<file path="src/rtl/jtcps1_vram_arb.sv">
// jtcps1_vram_arb: shares the VRAM SDRAM port between CPU accesses and the
// video DMA. CPU reads go straight through; a DMA bus request waits for any
// in-flight CPU access to drain before busack is raised.
// Optional feature: define JTCPS1_VRAM_ARB_WDOG_EN to enable a watchdog that
// aborts an unanswered SDRAM read after TOUT cycles, returns 16'hFFFF and
// raises the sticky arb_err flag.
module jtcps1_vram_arb #(
    parameter int TOUT = 255
) (
    input  logic        clk,
    input  logic        rstn,
    // CPU side
    input  logic        cpu_cs,
    input  logic [17:1] cpu_addr,
    output logic        cpu_ok,
    output logic [15:0] cpu_din,
    // video DMA side
    input  logic        busreq,
    output logic        busack,
    input  logic [17:1] dma_addr,
    input  logic        dma_cs,
    input  logic        dma_clr,
    output logic        dma_ok,
    output logic [15:0] dma_data,
    input  logic        rfsh_en_in,
    // SDRAM controller side
    output logic [16:0] ram_addr,
    output logic        ram_cs,
    input  logic        ram_ok,
    input  logic [15:0] ram_data,
    output logic        rfsh_en,
    output logic        arb_err
);

    if (TOUT < 1) begin : g_bad_tout
        $error("jtcps1_vram_arb: TOUT must be at least 1");
    end

    typedef enum logic [1:0] {
        ST_IDLE  = 2'd0,
        ST_CPU   = 2'd1,
        ST_WAITG = 2'd2,
        ST_DMA   = 2'd3
    } state_t;

    state_t      r_state;
    state_t      w_next;
    logic        r_busack;
    logic [15:0] r_cpu_din;
    logic        w_ram_cs;
    logic        w_ack;
    logic        w_tout;
    logic        w_cpu_ok;
    logic        w_dma_ok;
    logic        w_rfsh;
    logic [15:0] w_rdata;

    // The CPU owns the SDRAM port while in CPU or WAITG; in DMA the DMA strobe
    // passes through unless the DMA is aborting its read this cycle.
    assign w_ram_cs = (r_state == ST_CPU) || (r_state == ST_WAITG) ||
                      ((r_state == ST_DMA) && dma_cs && !dma_clr);
    // ram_ok only counts when a request is actually outstanding.
    assign w_ack    = w_ram_cs && ram_ok;
    // A watchdog abort substitutes all-ones for the missing data.
    assign w_rdata  = w_tout ? 16'hFFFF : ram_data;

`ifdef JTCPS1_VRAM_ARB_WDOG_EN
    localparam int CW = $clog2(TOUT + 1);

    logic [CW-1:0] r_wdog;
    logic          r_err;

    assign w_tout  = w_ram_cs && !ram_ok && (r_wdog == CW'(TOUT - 1));
    assign arb_err = r_err;

    // Count cycles spent waiting on the SDRAM; restart on any answer, idle
    // port or state change.
    always_ff @(posedge clk or negedge rstn) begin
        if (!rstn) begin
            r_wdog <= '0;
        end else if (w_ack || !w_ram_cs || (w_next != r_state)) begin
            r_wdog <= '0;
        end else begin
            r_wdog <= r_wdog + CW'(1);
        end
    end

    // Sticky error flag: once a timeout happens only reset clears it.
    always_ff @(posedge clk or negedge rstn) begin
        if (!rstn) begin
            r_err <= 1'b0;
        end else if (w_tout) begin
            r_err <= 1'b1;
        end
    end
`else
    assign w_tout  = 1'b0;
    assign arb_err = 1'b0;
`endif

    // State register; reset drops any access in flight.
    always_ff @(posedge clk or negedge rstn) begin
        if (!rstn) begin
            r_state <= ST_IDLE;
        end else begin
            r_state <= w_next;
        end
    end

    // Next-state and per-state outputs.
    always_comb begin
        w_next   = r_state;
        w_cpu_ok = 1'b0;
        w_dma_ok = 1'b0;
        w_rfsh   = 1'b0;
        case (r_state)
            ST_IDLE: begin
                w_rfsh = 1'b1;
                if (busreq) begin
                    w_next = ST_DMA;
                end else if (cpu_cs) begin
                    w_next = ST_CPU;
                end
            end
            ST_CPU: begin
                if (w_ack || w_tout) begin
                    w_cpu_ok = 1'b1;
                    w_next   = ST_IDLE;
                end else if (busreq) begin
                    w_next = ST_WAITG;
                end
            end
            ST_WAITG: begin
                if (w_ack || w_tout) begin
                    w_cpu_ok = 1'b1;
                    w_next   = (busreq && !w_tout) ? ST_DMA : ST_IDLE;
                end
            end
            ST_DMA: begin
                w_rfsh = rfsh_en_in;
                if (w_tout) begin
                    w_dma_ok = 1'b1;
                    w_next   = ST_IDLE;
                end else begin
                    w_dma_ok = w_ack;
                    // Stay until the DMA lets go and no read is left unanswered.
                    if (!busreq && !(w_ram_cs && !ram_ok)) begin
                        w_next = ST_IDLE;
                    end
                end
            end
            default: begin
                w_next = ST_IDLE;
            end
        endcase
    end

    // busack follows one cycle behind a DMA grant and drops one cycle after
    // busreq falls or the grant is lost.
    always_ff @(posedge clk or negedge rstn) begin
        if (!rstn) begin
            r_busack <= 1'b0;
        end else begin
            r_busack <= (r_state == ST_DMA) && (w_next == ST_DMA) && busreq;
        end
    end

    // Hold the last CPU read word so cpu_din stays stable after cpu_ok.
    always_ff @(posedge clk or negedge rstn) begin
        if (!rstn) begin
            r_cpu_din <= 16'h0000;
        end else if (w_cpu_ok) begin
            r_cpu_din <= w_rdata;
        end
    end

    assign ram_cs   = w_ram_cs;
    assign ram_addr = (r_state == ST_DMA) ? dma_addr : cpu_addr;
    assign cpu_ok   = w_cpu_ok;
    assign cpu_din  = w_cpu_ok ? w_rdata : r_cpu_din;
    assign dma_ok   = w_dma_ok;
    assign dma_data = w_rdata;
    assign busack   = r_busack;
    assign rfsh_en  = w_rfsh;

endmodule

</file>
<file path="config.mk">
export PLATFORM = sky130hd
export DESIGN_NAME = jtcps1_vram_arb
export DESIGN_NICKNAME = d
export VERILOG_FILES = /design/src/rtl/jtcps1_vram_arb.sv
export SDC_FILE = /design/constraint.sdc
export NUM_CORES = 1
export LEC_CHECK = 0
export CAP_MARGIN = 20
export CORE_ASPECT_RATIO = 0.9
export CORE_MARGIN = 5
export CORE_UTILIZATION = 28
export DETAILED_ROUTE_END_ITERATION = 10
export PLACE_DENSITY = 0.81
export SLEW_MARGIN = 20
export SYNTH_ARGS = -nofsm -noshare
export SYNTH_HDL_FRONTEND = slang
export SYNTH_SLANG_ARGS = --single-unit
export TNS_END_PERCENT = 1
</file>
<file path="constraint.sdc">
create_clock -name clk -period 2 [get_ports clk]
set_clock_uncertainty 0.2 [all_clocks]
set_input_delay 0.2 -clock clk [delete_from_list [all_inputs] [get_ports clk]]
set_output_delay 0.2 -clock clk [all_outputs]
set_load 0.1 [all_outputs]
</file>
==> impl_metrics.env <==
export IMPL_status="finished with violations"
export IMPL_violations="setup timing"
export IMPL_dieArea_sq_mm=0.00586
export IMPL_portBuffers=111
export IMPL_cap_viol_max_count=0
export IMPL_design_portCount=113
export IMPL_path_cells="inv_2 > ha_4 > nand2_4 > inv_6 > buf_12 > mux2_4 > buf_12"
export IMPL_dp_cells=270
export IMPL_fmax_mhz=466
export IMPL_avgSynthCellArea_sq_um=11.5
export IMPL_antenna_left=0
export IMPL_grt_pass1_wl_mm=6.65
export IMPL_finalNetCount=284
export IMPL_dp_hpwl_mm=3.66
export IMPL_clk_latency_ns=0.25
export IMPL_cp_num_buf_inv=4
export IMPL_synth_cell_types=25
export IMPL_syn_cell_area_sq_mm=0.00124
export IMPL_dpl_instance_area_sq_mm=0.00294
export IMPL_clock_sinks=19
export IMPL_drc=0
export IMPL_regToRegSetupSlack_ns=-0.03
export IMPL_gr_total_overflow=0
export IMPL_timing_final_crit_share=1.07
export IMPL_worst_r2r_endpoint="r_state[0]$_DFF_PN0_"
export IMPL_grt_max_degree=21
export IMPL_drv_slew=0
export IMPL_wl_per_cell_microns=15.7
export IMPL_cp_top_family="buffers and inverters"
export IMPL_die_w_microns=80.1
export IMPL_cp_start_kind="flip-flop"
export IMPL_cp_end_kind="output pin"
export IMPL_synthCells=108
export IMPL_critPathRequiredTime_ns=1.60
export IMPL_numCtsBuffers=3
export IMPL_diodes=0
export IMPL_final_common_cell="clkdlybuf4s50_1"
export IMPL_cp_arrival_ns=1.75
export IMPL_crit_type="reg2out"
export IMPL_start_util=0.283
export IMPL_yosys_warnings=0
export IMPL_synth_nets=170
export IMPL_dr_pass1_iters=4
export IMPL_hold_viol_final=0
export IMPL_cpPeakStageDelay_ns=0.38
export IMPL_final_cells=283
export IMPL_critPathSlowestCell="dfrtp_1"
export IMPL_ys_ff_latch=19
export IMPL_clk_pin_slew_ns=0.07
export IMPL_routed_via_density=4.42
export IMPL_layout_common_cells="clkdlybuf4s50_1 (57), buf_12 (55), dfrtp_1 (19)"
export IMPL_worstReg2RegStart="r_state[0]$_DFF_PN0_"
export IMPL_path_max_fanout=7
export IMPL_drive_above_1_share=0.561
export IMPL_antenna_found_initial=0
export IMPL_setup_viol=37
export IMPL_root_buffer="clkbuf_8"
export IMPL_grt_usage=0.145
export IMPL_placementRows=23
export IMPL_clockBufferDepth=2
export IMPL_core_area_sq_mm=0.00437
export IMPL_cp_common_cell="buf_12"
export IMPL_num_vias=1250
export IMPL_grt_pass1_vias=1340
export IMPL_drt_initial_drc_count=30
export IMPL_min_period_ns=2.15
export IMPL_h_tree_depth=1
export IMPL_reg2reg_depth=6
export IMPL_synth_seq_area_share=0.384
export IMPL_synthToLayoutAreaGrowth_pct=157
export IMPL_die_h_microns=73.1
export IMPL_gp_congestion=0.880
export IMPL_grt_setup_unrepaired="yes"
export IMPL_fin_area_sq_mm=0.00318
export IMPL_cts_tree="yes"
export IMPL_holdCritPathClass="in2async"
export IMPL_wl_mm=4.46
export IMPL_setup_ws_ns=-0.146
[stage by stage]
stage | setup slack [ns] | setup TNS, ns | hold slack [ns] | util
6_report | -0.146 | -3.68 | 0.0820 | 0.727
5_1_grt | -0.203 | -5.85 | 0.108 | 0.727
4_1_cts | -0.139 | -3.21 | 0.0809 | 0.721
3_5_place_dp | -0.0561 | -0.284 | 0.303 | 0.672
3_3_place_gp | 0.0281 | 0 | 0.299 | 0.672
2_1_floorplan | -0.181 | -3.57 | -0.296 | -
[registers in the layout (all words and copies together) (netlist names)]
signal     count
busack         1
r_cpu_din     16
r_state        2
[cell type report]
cell class              instances  area, sq um
well taps                      62         77.6
fillers                       305         1200
inverters                       3         16.3
repair buffers                130         1830
multi-input cells              65          729
flip-flops and latches         19          475
clock buffers                   4         45.0
[cell usage after synthesis]
library cell	number	share of area
nand4b_1	1	0.0071
buf_2	3	0.012
inv_2	1	0.0030
or3b_1	1	0.0071
o21ai_0	4	0.016
mux2_1	3	0.027
buf_4	18	0.11
a21o_2	1	0.0071
dfrtp_1	19	0.38
a311oi_1	1	0.0071
nand2_1	4	0.012
nand2b_2	1	0.0071
a2111oi_2	1	0.012
mux2_2	30	0.27
ha_1	4	0.040
nand4_1	1	0.0051
o211ai_1	1	0.0061
conb_1	1	0.0030
o311a_1	1	0.0081
and2_1	1	0.0051
a21oi_1	5	0.020
nor2b_4	1	0.011
inv_1	2	0.0061
nor2_1	2	0.0061
nor2b_1	1	0.0051
[timing repair]
item,CTS,global route
pin swaps,4,2
hold buffers,0,0
endpoints found under the setup margin,36,39
buffers inserted,7,1
gates cloned,1,0
gates resized for setup,24,4
[kinds of logic (layout without fill, tap and decap cells)]
logic type / count (synthesis) / in the layout / synth area share
other cells: 1 / 1 / 0.00303
simple gates: 13 / 13 / 0.0657
flops: 19 / 19 / 0.384
compound gates: 14 / 14 / 0.0768
mux: 33 / 33 / 0.300
buf+inv: 24 / 137 / 0.130
fa+ha+maj: 4 / 4 / 0.0404
[per-layer routing]
layer	up-vias	global-route usage	routed length (microns)
met3	6	0.0296	287
met2	50	0.279	2530
met5	-	0	0
met1	603	0.160	1560
li1	591	-	-
met4	0	0.0356	81
[worst max-delay path by stage]
stage          depth (start not counted)                  from  slack (ns)           to
3_5_place_dp                           7  r_state[0]$_DFF_PN0_       -0.06   cpu_din[1]
2_1_floorplan                          5  r_state[1]$_DFF_PN0_       -0.18      rfsh_en
4_1_cts                                7  r_state[0]$_DFF_PN0_       -0.14  cpu_din[13]
6_report                               7  r_state[0]$_DFF_PN0_       -0.15  cpu_din[13]
3_3_place_gp                           7  r_state[0]$_DFF_PN0_        0.03   cpu_din[2]
5_1_grt                                7  r_state[0]$_DFF_PN0_       -0.20   cpu_din[8]
Power is not shown: default switching activity piles up to over one toggle a cycle in this logic, so the estimate is an artifact.
